### config.mk
export PLATFORM = sky130hd
export DESIGN_NAME = spi_rx
export DESIGN_NICKNAME = d
export VERILOG_FILES = /design/src/rtl/spi_pkg.sv /design/src/rtl/sync_ff.sv /design/src/rtl/spi_rx.sv
export SDC_FILE = /design/constraint.sdc
export NUM_CORES = 1
export LEC_CHECK = 0
export CORE_MARGIN = 2
export CORE_UTILIZATION = 40
export DETAILED_ROUTE_END_ITERATION = 10
export PLACE_DENSITY = 0.75
export SYNTH_ARGS = -nofsm -noshare
export SYNTH_HDL_FRONTEND = slang
export SYNTH_SLANG_ARGS = --single-unit
export TNS_END_PERCENT = 50
### constraint.sdc
create_clock -name clk -period 4.4 [get_ports clk]
set_input_delay 0.88 -clock clk [delete_from_list [all_inputs] [get_ports clk]]
set_output_delay 0.88 -clock clk [all_outputs]
set_load 0.05 [all_outputs]
### src/rtl/spi_pkg.sv
// Shared constants for the 3-wire SPI receive path: FSM encoding,
// default word width and the idle levels of the SPI pins.
package spi_pkg;

    // Default bits per frame
    localparam int DATA_W_DEF = 8;

    // FSM state encoding, also used to decode diag_state
    localparam logic [1:0] IDLE  = 2'd0;
    localparam logic [1:0] SHIFT = 2'd1;
    localparam logic [1:0] HOLD  = 2'd2;

    // Idle pin levels loaded into the synchronizers at reset
    localparam logic STB_IDLE = 1'b1;
    localparam logic CLK_IDLE = 1'b1;
    localparam logic DIO_IDLE = 1'b0;

endpackage

### src/rtl/sync_ff.sv
// Multi-stage flip-flop synchronizer for one asynchronous input.
// The reset value lets each chain start at its pin's idle level.
module sync_ff #(
    parameter int   STAGES  = 2,
    parameter logic RST_VAL = 1'b0
) (
    input  logic clk,
    input  logic rst_n,
    input  logic i_d,
    output logic o_q
);

    logic [STAGES-1:0] r_chain;

    // Shift the asynchronous input through the chain
    always_ff @(posedge clk or negedge rst_n) begin
        if (!rst_n) begin
            r_chain <= {STAGES{RST_VAL}};
        end else begin
            r_chain <= {r_chain[STAGES-2:0], i_d};
        end
    end

    assign o_q = r_chain[STAGES-1];

endmodule

### src/rtl/spi_rx.sv
// Device-side receiver of the 3-wire SPI link. Synchronizes the pins into
// clk, samples dio on rising dev_clk edges (LSB first) and emits one-cycle
// pulses for a complete word, an aborted frame, or extra clocks in a frame.
module spi_rx
    import spi_pkg::*;
#(
    parameter int SYNC_STAGES = 2,
    parameter int DATA_W      = DATA_W_DEF
) (
    input  logic                      clk,
    input  logic                      rst_n,
    input  logic                      dev_stb,
    input  logic                      dev_clk,
    input  logic                      dev_dio,
    output logic [DATA_W-1:0]         rx_data,
    output logic                      rx_valid,
    output logic                      frame_err,
    output logic                      overrun,
    output logic                      busy,
    output logic [1:0]                diag_state,
    output logic [$clog2(DATA_W)-1:0] diag_cnt
);

    localparam int                  CNT_W    = $clog2(DATA_W);
    localparam logic [CNT_W-1:0]    CNT_LAST = CNT_W'(DATA_W - 1);

    logic              w_stb_s;
    logic              w_clk_s;
    logic              w_dio_s;
    logic              w_rise;
    logic [DATA_W-1:0] w_shift_next;

    logic              r_clk_q;
    logic [1:0]        r_state;
    logic [CNT_W-1:0]  r_cnt;
    logic [DATA_W-1:0] r_shift;
    logic [DATA_W-1:0] r_rx_data;
    logic              r_rx_valid;
    logic              r_frame_err;
    logic              r_overrun;
    logic              r_ovr_done;

    // Identical chains keep the relative timing of stb/clk/dio intact
    sync_ff #(.STAGES(SYNC_STAGES), .RST_VAL(STB_IDLE)) u_sync_stb (
        .clk   (clk),
        .rst_n (rst_n),
        .i_d   (dev_stb),
        .o_q   (w_stb_s)
    );

    sync_ff #(.STAGES(SYNC_STAGES), .RST_VAL(CLK_IDLE)) u_sync_clk (
        .clk   (clk),
        .rst_n (rst_n),
        .i_d   (dev_clk),
        .o_q   (w_clk_s)
    );

    sync_ff #(.STAGES(SYNC_STAGES), .RST_VAL(DIO_IDLE)) u_sync_dio (
        .clk   (clk),
        .rst_n (rst_n),
        .i_d   (dev_dio),
        .o_q   (w_dio_s)
    );

    // Remember the previous synchronized serial clock for edge detection
    always_ff @(posedge clk or negedge rst_n) begin
        if (!rst_n) begin
            r_clk_q <= CLK_IDLE;
        end else begin
            r_clk_q <= w_clk_s;
        end
    end

    assign w_rise = w_clk_s & ~r_clk_q;

    // Shift register with the current data bit inserted at the bit position
    always_comb begin
        w_shift_next        = r_shift;
        w_shift_next[r_cnt] = w_dio_s;
    end

    // Frame FSM; stb deassertion takes priority over a coincident clock edge
    always_ff @(posedge clk or negedge rst_n) begin
        if (!rst_n) begin
            r_state     <= IDLE;
            r_cnt       <= '0;
            r_shift     <= '0;
            r_rx_data   <= '0;
            r_rx_valid  <= 1'b0;
            r_frame_err <= 1'b0;
            r_overrun   <= 1'b0;
            r_ovr_done  <= 1'b0;
        end else begin
            r_rx_valid  <= 1'b0;
            r_frame_err <= 1'b0;
            r_overrun   <= 1'b0;
            case (r_state)
                IDLE: begin
                    if (!w_stb_s) begin
                        r_state    <= SHIFT;
                        r_cnt      <= '0;
                        r_shift    <= '0;
                        r_ovr_done <= 1'b0;
                    end
                end
                SHIFT: begin
                    if (w_stb_s) begin
                        // Partial word is dropped; empty frames end silently
                        r_state     <= IDLE;
                        r_frame_err <= (r_cnt != '0);
                    end else if (w_rise) begin
                        r_shift <= w_shift_next;
                        r_cnt   <= r_cnt + 1'b1;
                        if (r_cnt == CNT_LAST) begin
                            r_rx_data  <= w_shift_next;
                            r_rx_valid <= 1'b1;
                            r_state    <= HOLD;
                        end
                    end
                end
                HOLD: begin
                    if (w_stb_s) begin
                        r_state <= IDLE;
                    end else if (w_rise && !r_ovr_done) begin
                        // Report extra clocks only once per frame
                        r_overrun  <= 1'b1;
                        r_ovr_done <= 1'b1;
                    end
                end
                default: begin
                    r_state <= IDLE;
                end
            endcase
        end
    end

    assign rx_data    = r_rx_data;
    assign rx_valid   = r_rx_valid;
    assign frame_err  = r_frame_err;
    assign overrun    = r_overrun;
    assign busy       = (r_state != IDLE);
    assign diag_state = r_state;
    assign diag_cnt   = r_cnt;

endmodule

==> flow_summary_export.csv <==
group,metric,value,unit
outcome,status,"complete, no violations",
route,drt_pass1_iterations,4,
route,drt-initial-drc-count,40,
clock_tree,postCtsHoldBufs,0,
timing,tightest_slew,496,ps
global_routing,antenna_found_initial,0,
yosys,synth_edf_count,0,
timing,finalCritPeriodShare,0.604,
cells_and_area,fill_cells,297,
yosys,synth_common_cells,"dfrtp_1, mux2i_1, inv_1, o2bb2ai_1, dfstp_2",
route,ant_nets,0,
floorplan,coreArea,3310,um^2
yosys,yosysMostFrequentCell,"dfrtp_1",
yosys,ys_types,27,
route,drc,0,
floorplan,die-area,3910,um^2
yosys,synth_flop_cell,"dfrtp_1",
critical_path,path_max_fanout,8,
yosys,ys_ff_latch,32,
global_routing,gr-total-overflow,0,
yosys,syn_nets,114,
flow_run,max-cap-violations,0,
global_routing,first_global_vias,842,
floorplan,rows,21,
yosys,ys_top_cells_by_area,"dfrtp_1, dfstp_2, mux2i_1",
clock_tree,clk_latency,330,ps
critical_path,arrival,1780,ps
timing,max_freq,376,MHz
timing,skew,10.2,ps
cells_and_area,seq_area,807,um^2
global_routing,grt_pass1_wl,3780,um
yosys,async_reset_ff_frac,1.00,
timing,hold_viol,0,
clock_tree,clockBufferDepth,2,
clock_tree,tritoncts,"yes",
critical_path,setup.worst_path.class,"register to output port",
timing,maxSlewViolCount,0,
route,wire_per_inst,13.2,um
clock_tree,clock-sinks,32,
global_routing,grt_max_degree,33,
hold_path,holdPathStages,0,
yosys,syn_area_per_cell,12.9,um^2
power,p_per_area,360,nW/um^2
power,peakVddDrop,0.163,mV
hold_path,worstHoldPathType,"register to register",
yosys,ys_warn_count,0,
yosys,synthCells,106,
clock_tree,post_cts_resized,0,
cells_and_area,multi_input_area,487,um^2
timing,slew_headroom,0.668,
floorplan,start_util,0.413,
place,dpl-instance-area,1610,um^2
route,wl,2330,um
cells_and_area,post_route_cells_drive_above_1_share,0.153,
floorplan,die_w,62.5,um
timing,rsz0062_at_grt,"false",
place,portBuffers,21,
power,p_leak,0.786,nW
clock_tree,clkTransAtPathRegs,90,ps
route,vias,853,
timing,post-route-min-period,2660,ps
clock_tree,htreeDepth,2,
place,gp_congestion,0.698,
critical_path,cp-end-kind,"output port",
critical_path,crit_required,3520,ps
critical_path,r2r_cells,4,
clock_tree,cts_made_buffers,5,
floorplan,pin_count,22,
cells_and_area,finalInstanceArea,1660,um^2
floorplan,die_y,62.5,um
yosys,yosysSeqAreaShare,0.590,
yosys,syn_area,1370,um^2
global_routing,grtUsageTotal,0.125,
route,vias_per_cell,4.82,
clock_tree,post_cts_buffers,0,
critical_path,worstSetupStartpointType,"register",
clock_tree,clockRootBuffer,"clkbuf_4",
timing,setup_viol,0,
cells_and_area,syn2layout_area_growth,21.3,%
yosys,synth_top_area_share,0.494,
place,hpwlAfterDp,1650,um
yosys,yosysTopAreaCell,"dfrtp_1",
cells_and_area,fin_nets,138,
timing,setup_tns,0,ps
cells_and_area,antennaDiodeCount,0,
[worst max-delay path, stage by stage (launching register included)]
cell and delay, ps:
dfrtp_1 450, or2_2 310, clkdlybuf4s50_1 700
[final cells by class]
type	instances	share of cell area
Multi-Input combinational cell	58	0.293
Tap cell	46	0.0347
Timing Repair Buffer	22	0.131
Sequential cell	32	0.486
Clock inverter	1	0.00301
Inverter	11	0.0249
Clock buffer	7	0.0271
[through the flow]
| stage | hold WS (ps) | worst slack [ps] | total power, W | utilization | cells |
|---|---|---|---|---|---|
| 2_1_floorplan | 331 | 2430 | 0.000414 | - | 106 |
| 3_3_place_gp | 332 | 2110 | 0.000446 | 0.486 | 169 |
| 3_5_place_dp | 345 | 2090 | 0.000451 | 0.486 | 169 |
| 4_1_cts | 360 | 1720 | 0.000607 | 0.502 | 177 |
| 5_1_grt | 365 | 1680 | 0.000631 | 0.502 | 177 |
| 6_report | 359 | 1740 | 0.000598 | 0.502 | 177 |
[state kept, by name, indices dropped and copies added (netlist names)]
register and flops:
diag_cnt 3, diag_state 2, frame_err 1, overrun 1, r_clk_q 1, r_ovr_done 1, r_shift 8, rx_data 8
rx_valid 1, u_sync_clk.r_chain 2, u_sync_dio.r_chain 2, u_sync_stb.r_chain 2
[cells in the final DEF (no fill, tap or decap)]
master / count
nand3b_1: 3
nor3_1: 1
dfstp_2: 5
ha_1: 3
nor3b_4: 1
clkdlybuf4s50_1: 21
mux2_4: 2
dfrtp_1: 27
a32o_1: 2
nand2b_1: 3
nand3_2: 1
nand2_1: 3
o21ai_0: 3
nand3_1: 2
a21oi_1: 4
nor4_1: 1
a21o_1: 1
a31oi_1: 1
buf_4: 1
mux2_2: 2
mux2i_1: 13
o2bb2ai_1: 6
nor3b_1: 3
or2_2: 2
inv_1: 11
clkbuf_4: 5
clkinv_2: 1
and2b_1: 1
clkbuf_1: 2
[layer usage]
metal,vias to the layer above,GRT usage,wire (um)
met4,0,0.0583,29
li1,415,-,-
met2,25,0.192,1100
met1,409,0.158,1080
met5,-,0,0
met3,4,0.0432,118
[worst paths after layout]
path                                        from                     to  slack, ps
max                                diag_state[0]                   busy       1740
min                        u_sync_clk.r_chain[0]  u_sync_clk.r_chain[1]        360
max reg2reg                          diag_cnt[0]             rx_data[2]       2620
min reg2reg                u_sync_clk.r_chain[0]  u_sync_clk.r_chain[1]        360
max in group asynchronous                  rst_n  u_sync_stb.r_chain[0]       3130
min in group asynchronous                  rst_n            diag_cnt[1]        940
[power breakdown]
| group | internal (W) | switching, W |
|---|---|---|
| registers | 0.000309 | 0.0000239 |
| clock network | 0.0000622 | 0.0000913 |
| logic | 0.0000455 | 0.0000664 |
[cell families after synthesis]
group | count (synthesis) | synth area share
adders and majority gates | 3 | 0.0274
muxes | 17 | 0.133
and+or+nand+nor | 21 | 0.106
DFF | 32 | 0.590
AOI/OAI and AO/OA | 17 | 0.0887
buffers and inverters | 16 | 0.0548
Note: power is estimated with default switching activity, not from simulation.
==> RTL change 1, RTL diff (same settings) <==
Register the output `overrun` once more, with the module's reset; this adds one clock of latency there. The other outputs are not delayed to match.
--- a/src/rtl/spi_rx.sv
+++ b/src/rtl/spi_rx.sv
@@ -137,7 +137,13 @@
     assign rx_data    = r_rx_data;
     assign rx_valid   = r_rx_valid;
     assign frame_err  = r_frame_err;
-    assign overrun    = r_overrun;
+    always_ff @(posedge clk or negedge rst_n) begin
+        if (!rst_n) begin
+            overrun <= '0;
+        end else begin
+            overrun <= r_overrun;
+        end
+    end
     assign busy       = (r_state != IDLE);
     assign diag_state = r_state;
     assign diag_cnt   = r_cnt;
Behaviour: same outputs for any inputs over 10 cycles, from zero or initial values and one cycle with rst_n low; that may be too few to reach the edited logic, so the function may still have changed.
==> RTL change 1 against the original RTL <==
Cell area rose by 2.0%. Setup slack worse by 15 ps. Power grew 2.8%. Routed wire length is 2.9% higher. Count of clock-buffer cells in the layout rose by 1. Area after synthesis rose by 1.7%. Critical path depth did not move. Worst hold slack gained 0.59 ps. Largest cell class unchanged. Sequential power is 3% higher. Critical path type unchanged. Sequential cell count grew 1. Final cell count unchanged.
==> RTL change 1: results (changes against the original RTL) <==
stage;metric;value;unit;change
status;status;complete, no violations;;
place;port_buffers;21;;unchanged
grt;grt_use_met3;0.0432;;unchanged
hold_path;hold_class;reg -> reg;;
logic_synthesis;ys_top_cells_by_area;dfrtp_1, dfstp_2, mux2i_1;;
grt;grt_pass1_wl;4.01;mm;+6.0%
logic_synthesis;synth.avg_cell_area;13.3;µm²;+2.7%
clock_tree;cts_resized;0;;unchanged
worst_setup_path;reg2reg_depth;3;;-1
clock_tree;clkLatencyLatePin;340;ps;
logic_synthesis;ys_warn_count;0;;unchanged
logic_synthesis;synth_nets;113;;-0.88%
detailed_routing;viasPerCell;4.90;;+1.6%
clock_tree;numCtsBuffers;5;;unchanged
grt;gr-usage-met2;0.190;;-0.00204
grt;grt_use_met1;0.179;;+0.0214
detailed_routing;firstDrtPassIters;4;;unchanged
logic_synthesis;postSynth.asyncResetShare;1.00;;unchanged
cells_and_area;nets;138;;unchanged
grt;antenna_found_initial;0;;unchanged
place;dpl.hpwl;1.60;mm;-3.1%
detailed_routing;top_layer;met4;;
logic_synthesis;synth_common_cells;dfrtp_1, mux2i_1, inv_1, dfstp_2, o2bb2ai_1;;
detailed_routing;routedWlPerCell;13.5;µm;+2.9%
timing;skew;11.7;ps;+1.47 ps
cells_and_area;fin_cells;177;;unchanged
place;gp_congestion;0.756;;+8.3%
clock_tree;cts_setup_buffers;0;;unchanged
place;dp_cells;169;;unchanged
power_and_ir_drop;leakage;0.797;nW;+1.4%
cells_and_area;layout-drive-gt1-share;0.160;;+0.00763
logic_synthesis;seq_area_frac_synth;0.597;;+0.00790
power_and_ir_drop;peakVddDrop;0.000148;V;-9.3%
clock_tree;root_buffer;clkbuf_4;;
grt;grt_pass1_vias;821;;-2.5%
logic_synthesis;ys_types;26;;-3.7%
clock_tree;ctsHtreeMaxLevel;2;;unchanged
grt;grtUsageTotal;0.136;;+0.0114
detailed_routing;drt_iter0_drc;33;;-18%
worst_setup_path;crit_fanout;8;;unchanged
logic_synthesis;syn_area;1390;µm²;+1.7%
worst_setup_path;cp.arrival;1790;ps;
cells_and_area;antenna_cells;0;;unchanged
hold_path;worstHoldPathCells;0;;unchanged
detailed_routing;dr_wl_met3;115;µm;-2.5%
detailed_routing;wl_met1;1.16;mm;+7.1%
grt;grt_max_degree;34;;+3.0%
timing;tightestPinTransition;723;ps;+227 ps
detailed_routing;wl_met2;1.06;mm;-3.8%
cells_and_area;fill_cells;295;;-0.67%
clock_tree;clockBufferDepth;2;;unchanged
## RTL change 1: cell families (layout without fill, tap and decap cells)
family | count (synthesis) | in the layout | share of synthesized area
compound gates | 17 | 17 | 0.0881
simple gates | 21 | 21 | 0.109
flops | 33 | 33 | 0.597
mux | 17 | 17 | 0.136
buf+inv | 14 | 40 | 0.0431
fa+ha+maj | 3 | 3 | 0.0270
## RTL change 1: layout make-up
type	count	area, µm²	area share
Timing Repair Buffer	22	218	0.129
Multi-Input combinational cell	58	500	0.295
Tap cell	46	57.6	0.0340
Sequential cell	33	832	0.491
Inverter	10	37.5	0.0222
Clock buffer	8	48.8	0.0288
## RTL change 1: path summary, 6_finish.rpt
| kind | start | endpoint | slack [ps] |
|---|---|---|---|
| hold / removal | u_sync_clk.r_chain[0] | u_sync_clk.r_chain[1] | 360 |
| setup / recovery | diag_state[0] | busy | 1730 |
| min in group asynchronous | rst_n | diag_state[0] | 930 |
| setup reg to reg | diag_state[0] | rx_data[0] | 2550 |
| max in group asynchronous | rst_n | u_sync_stb.r_chain[1] | 3140 |
| hold reg to reg | u_sync_clk.r_chain[0] | u_sync_clk.r_chain[1] | 360 |
## RTL change 1: critical path, stage by stage (launching register included)
cell             delay, ps
dfrtp_1                450
or2_2                  300
clkdlybuf4s50_1        700
## RTL change 1: metrics by stage
step | area (µm²) | worst slack (ps)
2_1_floorplan | 1390 | 2440
3_3_place_gp | 1650 | 2130
3_5_place_dp | 1650 | 2090
4_1_cts | 1690 | 1710
5_1_grt | 1690 | 1680
6_report | 1690 | 1730
## RTL change 1: power breakdown
part           internal [mW]  total, mW  switching [mW]  leakage, nW
combinational         0.0463      0.111          0.0649        0.336
sequential             0.318      0.342          0.0237        0.434
clock                 0.0636      0.162          0.0980       0.0265
==> RTL change 2, RTL diff (same flow settings) <==
Made on the original files. Change the package constant `DATA_W_DEF` from 8 to 16.
--- a/src/rtl/spi_pkg.sv
+++ b/src/rtl/spi_pkg.sv
@@ -3,7 +3,7 @@
 package spi_pkg;
 
     // Default bits per frame
-    localparam int DATA_W_DEF = 8;
+    localparam int DATA_W_DEF = 16;
 
     // FSM state encoding, also used to decode diag_state
     localparam logic [1:0] IDLE  = 2'd0;
Ports: changed (resized diag_cnt and rx_data); port bits go from 22 to 31. No check against the original RTL was run, so the function may have changed too.
==> RTL change 2 against the original RTL <==
Power is 53% higher. Area after synthesis up 55%. Critical path depth shrank 1. Via count grew 79%. Register-to-register slack worse by 410 ps. Cell area rose by 54%. Sequential cell count grew 16. Setup slack worse by 52 ps. Routed wire length up 71%. Critical endpoint is now diag_cnt[2]. Highest routed layer unchanged.
==> RTL change 2: results (changes against the original RTL) <==
stage;metric;value;unit;change
status;status;complete, no violations;;
grt;grt_use_met1;0.191;;+0.0332
detailed_routing;vias;1529;;+79%
worst_setup_path;critPathLaunch;diag_cnt[2];;
grt;grt_use_met3;0.0282;;-0.0150
worst_setup_path;timing.rr.end;rx_data[11];;
power_and_ir_drop;leakage;1.14;nW;+46%
logic_synthesis;synth-compound-area-share;0.132;;+0.0433
place;dpl.hpwl;2.62;mm;+58%
power_and_ir_drop;peakVddDrop;0.000266;V;+63%
detailed_routing;routedWlPerCell;13.3;µm;+1.4%
logic_synthesis;synth_nets;209;;+83%
timing;skew;8.47;ps;-1.72 ps
grt;gr-usage-met2;0.246;;+0.0534
logic_synthesis;seq_area_frac_synth;0.569;;-0.0209
clock_tree;numCtsBuffers;5;;unchanged
place;gp_congestion;0.747;;+7.1%
clock_tree;root_buffer;clkbuf_8;;
worst_setup_path;cp.arrival;1830;ps;+50 ps
worst_setup_path;reg2reg_slack;2210;ps;-410 ps
worst_setup_path;reg2reg_from;diag_state[0];;
cells_and_area;nets;236;;+71%
cells_and_area;fill_cells;488;;+64%
detailed_routing;drt_iter0_drc;99;;+150%
grt;grt_max_degree;49;;+48%
logic_synthesis;ys_top_cells_by_area;dfrtp_1, a21oi_1, dfstp_2;;
grt;grtUsageTotal;0.146;;+0.0212
logic_synthesis;ys_types;31;;+15%
worst_setup_path;crit_fanout;17;;+9
hold_path;hold_start;u_sync_stb.r_chain[0];;
logic_synthesis;synth_mux_area_frac;0.0778;;-0.0557
cells_and_area;layout-drive-gt1-share;0.0789;;-0.0737
-- RTL change 2: cell count changes after synthesis, moves of 5 or more --
cell       change
nand3b_1       +5
dfrtp_1       +16
inv_1          +5
a21oi_1       +24
clkbuf_1       +5
nor2_1        +19
o22ai_1       +14
o2bb2ai_1      -6
nand3_1        +5
-- RTL change 2: report_power, final --
part	switching, mW	internal [mW]	leakage, nW
Clock	0.138	0.170	0.0524
Sequential	0.0164	0.456	0.643
Combinational	0.0894	0.0452	0.448
Total	0.244	0.671	1.14
-- RTL change 2: worst max path at each step --
stage,to,slack (ps),depth (start not counted)
global route,diag_cnt[2],1600,1
global placement,busy,2050,2
CTS,diag_cnt[2],1700,1
floorplan,busy,2300,2
finish,diag_cnt[2],1690,1
detailed placement,busy,2030,2
-- RTL change 2: per-stage QoR --
| step | utilization | cells | area (µm²) | hold slack [ps] | setup slack [ps] |
|---|---|---|---|---|---|
| 2_1_floorplan | - | 200 | 2120 | 331 | 2300 |
| 3_3_place_gp | 0.481 | 290 | 2460 | 334 | 2050 |
| 3_5_place_dp | 0.481 | 290 | 2460 | 348 | 2030 |
| 4_1_cts | 0.502 | 298 | 2560 | 360 | 1700 |
| 5_1_grt | 0.502 | 298 | 2560 | 362 | 1600 |
| 6_report | 0.502 | 298 | 2560 | 358 | 1690 |
-- RTL change 2: area by class of cell --
type	count	area share
sequential	48	0.471
multi-input combinational	125	0.312
timing repair buffer	31	0.118
tap	70	0.0342
clock buffer	7	0.0298
inverter	16	0.0234
clock inverter	1	0.0117
-- RTL change 2: cell families after synthesis --
family                   Yosys count
AND/OR/NAND/NOR                   56
AO/OA/AOI/OAI                     49
flip-flops                        48
buffers and inverters             27
multiplexers                      16
adder cells (fa/ha/maj)            4
-- RTL change 2: metal layers --
metal  vias to the layer above  part of all wire
met5                         -                 0
met4                         0             0.011
met3                         5             0.034
met2                        29              0.48
met1                       748              0.48
li1                        747                 -
